File: src/rtl/fixed_point_pkg.sv
// Shared fixed-point types for the perceptron datapath: sign-magnitude words,
// the accumulator FSM states and default-width conversion helpers.
package fixed_point_pkg;

  localparam int SIGN_W = 1;
  localparam int Q_M    = 16;
  localparam int Q_N    = 16;
  localparam int FIX_W  = SIGN_W + Q_M + Q_N;
  localparam int ACC_W  = Q_M + Q_N + 2;

  typedef struct packed {
    logic              sign;
    logic [Q_M+Q_N-1:0] mag;
  } fixed_sm_t;

  typedef logic signed [ACC_W-1:0] acc_t;

  typedef enum logic [1:0] {IDLE, ACCUM, BIAS, DONE} acc_state_t;

  // -0 maps to 0 naturally since negating a zero magnitude is still zero.
  function automatic acc_t sm_to_tc(input fixed_sm_t x);
    acc_t m;
    m = acc_t'({2'b00, x.mag});
    return x.sign ? -m : m;
  endfunction

  function automatic fixed_sm_t tc_to_sm(input acc_t x);
    fixed_sm_t r;
    acc_t      m;
    m      = x[ACC_W-1] ? -x : x;
    r.sign = x[ACC_W-1];
    r.mag  = m[Q_M+Q_N-1:0];
    return r;
  endfunction

endpackage

File: src/rtl/saturating_adder.sv
// Two's-complement adder that clamps to +/-(2^MAG_W - 1) and flags the clamp.
module saturating_adder #(
  parameter int MAG_W = 32,
  localparam int AW   = MAG_W + 2
) (
  input  logic signed [AW-1:0] a_i,
  input  logic signed [AW-1:0] b_i,
  output logic signed [AW-1:0] sum_o,
  output logic                 ovf_o
);

  localparam logic signed [AW:0] MAXV = {3'b000, {MAG_W{1'b1}}};

  logic signed [AW:0] raw;

  always_comb begin
    raw   = {a_i[AW-1], a_i} + {b_i[AW-1], b_i};
    sum_o = AW'(raw);
    ovf_o = 1'b0;
    if (raw > MAXV) begin
      sum_o = AW'(MAXV);
      ovf_o = 1'b1;
    end else if (raw < -MAXV) begin
      sum_o = AW'(-MAXV);
      ovf_o = 1'b1;
    end
  end

endmodule

File: src/rtl/fixed_point_accumulator.sv
// Sums a stream of sign-magnitude products, adds a bias and hands off one
// pre-activation per stream. Optional FIXED_POINT_ACCUMULATOR_RELU_EN clamps
// negative post-bias results to zero.
module fixed_point_accumulator
  import fixed_point_pkg::*;
#(
  parameter int sign      = SIGN_W,
  parameter int q_m       = Q_M,
  parameter int q_n       = Q_N,
  parameter int MAX_TERMS = 16,
  localparam int W        = sign + q_m + q_n,
  localparam int MW       = q_m + q_n,
  localparam int AW       = MW + 2,
  localparam int CW       = $clog2(MAX_TERMS + 1)
) (
  input  logic          clk_i,
  input  logic          rst_ni,
  input  logic [W-1:0]  product_in,
  input  logic          product_valid_i,
  input  logic          product_last_i,
  output logic          product_ready_o,
  input  logic [W-1:0]  bias_in,
  output logic [W-1:0]  sum_out,
  output logic          sum_valid_o,
  input  logic          sum_ready_i,
  output logic          overflow_o,
  output logic [CW-1:0] term_count_o
);

  acc_state_t           state_q, state_d;
  logic signed [AW-1:0] acc_q, acc_d;
  logic [CW-1:0]        cnt_q, cnt_d, cnt_inc;
  logic                 ovf_q, ovf_d;
  logic                 rdy_q, rdy_d;
  logic                 vld_q, vld_d;
  logic [W-1:0]         sum_q, sum_d;

  logic signed [AW-1:0] prod_tc, bias_tc, add_b, add_sum, bias_res;
  logic                 add_ovf, res_neg;
  logic [MW-1:0]        res_mag;

  always_comb begin
    prod_tc = AW'({2'b00, product_in[MW-1:0]});
    if (product_in[W-1]) prod_tc = -prod_tc;
    bias_tc = AW'({2'b00, bias_in[MW-1:0]});
    if (bias_in[W-1]) bias_tc = -bias_tc;
    add_b = (state_q == BIAS) ? bias_tc : prod_tc;
  end

  // One adder serves both the accumulate and the bias step.
  saturating_adder #(.MAG_W(MW)) u_add (
    .a_i  (acc_q),
    .b_i  (add_b),
    .sum_o(add_sum),
    .ovf_o(add_ovf)
  );

  always_comb begin
`ifdef FIXED_POINT_ACCUMULATOR_RELU_EN
    bias_res = add_sum[AW-1] ? '0 : add_sum;
`else
    bias_res = add_sum;
`endif
    res_neg = bias_res[AW-1];
    res_mag = res_neg ? MW'(-bias_res) : MW'(bias_res);
  end

  always_comb begin
    state_d = state_q;
    acc_d   = acc_q;
    cnt_d   = cnt_q;
    ovf_d   = ovf_q;
    rdy_d   = rdy_q;
    vld_d   = vld_q;
    sum_d   = sum_q;
    cnt_inc = cnt_q + 1'b1;
    unique case (state_q)
      IDLE: begin
        state_d = ACCUM;
        rdy_d   = 1'b1;
      end
      ACCUM: begin
        if (product_valid_i && rdy_q) begin
          acc_d = add_sum;
          cnt_d = cnt_inc;
          ovf_d = ovf_q | add_ovf;
          if (product_last_i || cnt_inc == CW'(MAX_TERMS)) begin
            state_d = BIAS;
            rdy_d   = 1'b0;
          end
        end
      end
      BIAS: begin
        acc_d   = bias_res;
        ovf_d   = ovf_q | add_ovf;
        sum_d   = W'({res_neg, res_mag});
        vld_d   = 1'b1;
        state_d = DONE;
      end
      DONE: begin
        if (sum_ready_i) begin
          acc_d   = '0;
          cnt_d   = '0;
          ovf_d   = 1'b0;
          vld_d   = 1'b0;
          sum_d   = '0;
          rdy_d   = 1'b1;
          state_d = ACCUM;
        end
      end
      default: state_d = IDLE;
    endcase
  end

  always_ff @(posedge clk_i or negedge rst_ni) begin
    if (!rst_ni) begin
      state_q <= IDLE;
      acc_q   <= '0;
      cnt_q   <= '0;
      ovf_q   <= 1'b0;
      rdy_q   <= 1'b0;
      vld_q   <= 1'b0;
      sum_q   <= '0;
    end else begin
      state_q <= state_d;
      acc_q   <= acc_d;
      cnt_q   <= cnt_d;
      ovf_q   <= ovf_d;
      rdy_q   <= rdy_d;
      vld_q   <= vld_d;
      sum_q   <= sum_d;
    end
  end

  assign product_ready_o = rdy_q;
  assign sum_valid_o     = vld_q;
  assign sum_out         = sum_q;
  assign overflow_o      = ovf_q;
  assign term_count_o    = cnt_q;

endmodule
File: config.mk
export PLATFORM = sky130hd
export DESIGN_NAME = fixed_point_accumulator
export DESIGN_NICKNAME = d
export VERILOG_FILES = /design/src/rtl/fixed_point_pkg.sv /design/src/rtl/saturating_adder.sv /design/src/rtl/fixed_point_accumulator.sv
export SDC_FILE = /design/constraint.sdc
export NUM_CORES = 1
export LEC_CHECK = 0
export CAP_MARGIN = 20
export CORE_MARGIN = 2
export CORE_UTILIZATION = 45
export DETAILED_ROUTE_END_ITERATION = 7
export GPL_ROUTABILITY_DRIVEN = 0
export HOLD_SLACK_MARGIN = 0.15
export PLACE_DENSITY = 0.67
export SLEW_MARGIN = 20
export SYNTH_ARGS = -nofsm -noshare
export SYNTH_HDL_FRONTEND = slang
export SYNTH_SLANG_ARGS = --single-unit
File: constraint.sdc
create_clock -name clk_i -period 5.85 [get_ports clk_i]
set_clock_uncertainty 0.1 [all_clocks]
set_input_delay 0.585 -clock clk_i [delete_from_list [all_inputs] [get_ports clk_i]]
set_output_delay 0.585 -clock clk_i [all_outputs]
set_load 0.02 [all_outputs]
==> results of run 1 <==
## final cells by class
class | instances | area, um^2 | share of cell area, %
multi-input cells | 952 | 7150 | 51.6
repair buffers | 473 | 4090 | 29.5
flip-flops and latches | 77 | 1930 | 13.9
well taps | 229 | 287 | 2.07
clock buffers | 10 | 229 | 1.65
clock inverters | 6 | 111 | 0.804
inverters | 17 | 63.8 | 0.461
## per-stage QoR
step / utilization, % / instance area, um^2 / cells / hold slack (ns)
floorplan: - / 8590 / 1109 / 0.189
global placement: 66.7 / 12100 / 1706 / 0.366
detailed placement: 66.7 / 12100 / 1706 / 0.371
CTS: 71.9 / 13100 / 1744 / 0.337
global route: 76.3 / 13900 / 1764 / 0.394
finish: 76.3 / 13900 / 1764 / 0.307
## routing by layer
metal	vias up	GRT usage (%)	part of all wire, %
met2	657	49.5	44
met5	-	0	0
li1	5015	-	-
met1	5135	44.7	43
met4	0	10.1	4.2
met3	147	4.35	9.2
## logic make-up (layout without fill, tap and decap cells)
group | count (synthesis) | after routing | share of synthesized area (%)
buf+inv | 80 | 506 | 3.96
mux | 9 | 9 | 1.12
fa+ha+maj | 44 | 44 | 6.65
compound gates | 410 | 410 | 32.1
flops | 77 | 77 | 23.0
xor+xnor | 82 | 82 | 8.55
simple gates | 407 | 407 | 24.7
## layout by cell type, fill, tap and decap left out, types with 17 or more instances in the layout
cell,synthesis,final
o31ai_1,32,23
or3_1,25,20
nand2_1,129,122
buf_6,2,30
o21ai_0,97,61
xor2_1,35,35
a21oi_1,98,58
inv_1,17,17
nor2_1,76,75
buf_4,1,324
a21o_1,18,18
o21ai_1,26,43
xnor2_1,47,43
nor3_1,30,25
ha_1,43,40
a21oi_2,3,32
clkdlybuf4s50_1,0,98
dfrtp_1,77,77
## final timing paths
check                              start          end  slack [ns]
max in group asynchronous         rst_ni    acc_q[24]        4.72
hold reg to reg              sum_out[32]  sum_out[32]        0.38
setup reg to reg              state_q[0]  sum_out[17]        0.07
setup / recovery           product_in[7]  sum_out[17]       -0.79
min in group clk_i           sum_out[32]  sum_out[32]        0.38
hold / removal                    rst_ni   sum_out[6]        0.31
## flip-flops by register name, indices dropped and copies added, names as in the netlist
| signal | count |
|---|---|
| overflow_o | 1 |
| acc_q | 34 |
| state_q | 2 |
| sum_valid_o | 1 |
| term_count_o | 5 |
| sum_out | 33 |
| product_ready_o | 1 |
## timing repair
action | in CTS | in global routing
pin swaps | 84 | 56
cloned | 4 | 1
gates resized for setup | 120 | 144
setup endpoints to repair | 66 | 66
buffers inserted | 18 | 19
==> summary.md, run 1 <==
| Metric | Value |
|---|---|
| Sequential area share after synthesis | 23.0% |
| Share of cells above drive strength 1 | 36.5% |
| Clock sinks | 77 |
| HP Class | in -> async |
| Top delay family on crit path | simple AND/OR/NAND/NOR gates |
| Top-count cell post-synth | nand2_1 |
| CTS root buf | clkbuf_16 |
| Antenna Nets Post-Route | 0 |
| Worst Reg-to-Reg Cells | 19 |
| Max frequency | 0.151 GHz |
| Hold Buf Count CTS | 0 |
| Layout area overhead | 65.0% |
| Status | finished, violations left |
| Crit path time final | 6.64 ns |
| Die height | 141 um |
| Average wire per standard cell | 19.6 um |
| Library cells used by synthesis | 85 |
| Fin. max-slew vios | 0 |
| Synth top area cells | dfrtp_1, ha_1, a21oi_1 |
| Clock Pin Slew Worst Setup and Hold Paths | 0.07 ns |
| Grt total ovfl | 0 |
| Maximum clock path buffer count | 2 |
| Pre-CTS setup slack | -1.34 ns |
| CP peak stage delay | 0.53 ns |
| Total number of vias | 11000 |
| Startpoint Class | input pin |
| Post-DP HPWL | 23.2 mm |
| # DRC | 0 |
| Antenna violations before repair | 0 |
| Final Hold Fails | 0 |
| Via density | 6.21 |
| CP max FO | 7 |
| Crit path buf inv count | 5 |
| Largest net degree at the start of global routing | 78 |
| Levels on crit path | 24 |
| Core Area | 0.0181 mm^2 |
| 1st-pass router iterations | 6 |
| Post-Syn Area | 0.00840 mm^2 |
| Setup violators final | 64 |
| Period utilisation layout | 113% |
| Crit path arrival time | 6.74 ns |
| Worst setup EP type | register |
| Mapped Cells | 1109 |
| First-pass GRT wire length | 50.7 mm |
| Layout Nets | 1645 |
| Die width | 141 um |
| RSZ-0062 raised after global routing | true |
| Worst slew margin | 19.0% |
| Yosys warns | 0 |
| Failing checks | setup timing |
| Num CTS Buffers | 9 |
| Mean Syn Cell Area | 7.57 um^2 |
| Area share of the largest cell type after synthesis | 23.0% |
| Critical Path RT | 5.95 ns |
| Crit-path cells | buf_6, or4_4, buf_4, or4_1, o41ai_1, buf_4, nand2_1, a21oi_1, xor2_1, o21ai_0, ha_1, nand2_1, o21a_1, o22ai_4, or3_4, or3_4, a2111oi_4, or4b_4, o31a_4, buf_12, buf_16, a21oi_4, xnor2_2, o21ai_1 |
| Syn nets | 1224 |
| Initial core utilization | 46.3% |
| Tot GR Track Use | 31.4% |
| Boundary Pins | 112 |
| Fill cells | 1282 |
| # port buffers | 111 |
| Final WS setup | -0.787 ns |
| Slowest cell on the critical path | or4_4 |
| Async set-reset flop share out of synthesis | 100% |
| Vias in the first global route | 9996 |
| Worst-Skew Late Latency | 0.35 ns |
| Diodes inserted | 0 |
| DRT iter0 DRCs | 1059 |
| Row Count | 49 |
| Die ar. | 0.0198 mm^2 |
| Main synth FF type | dfrtp_1 |
| Commonest cells in the synthesized netlist | nand2_1, a21oi_1, o21ai_0 |
| Critical path class | in -> reg |
| Slew at the pin with the worst max-slew slack | 1.22 ns |
| Max Cap Viol | 0 |
| Setup TNS Final | -36.64 ns |
| Yosys top cell by area | dfrtp_1 |
| CTS tree | done |
| Post-synthesis register bit count | 77 |
| Post-Route WL | 34.6 mm |
| Post-synth EDFFs | 0 |
| H-tree depth | 3 |
Power of run 1 is not shown: default switching activity piles up to over one toggle a cycle in this logic, so the estimate is an artifact.
==> inputs of run 2 (changes only) <==
CTS_CLUSTER_SIZE = 24   (was default)
==> results of run 2 <==
No change in the layout: final DEF, timing and power equal those of run 1.
Power of run 2 is left out for the same reason.
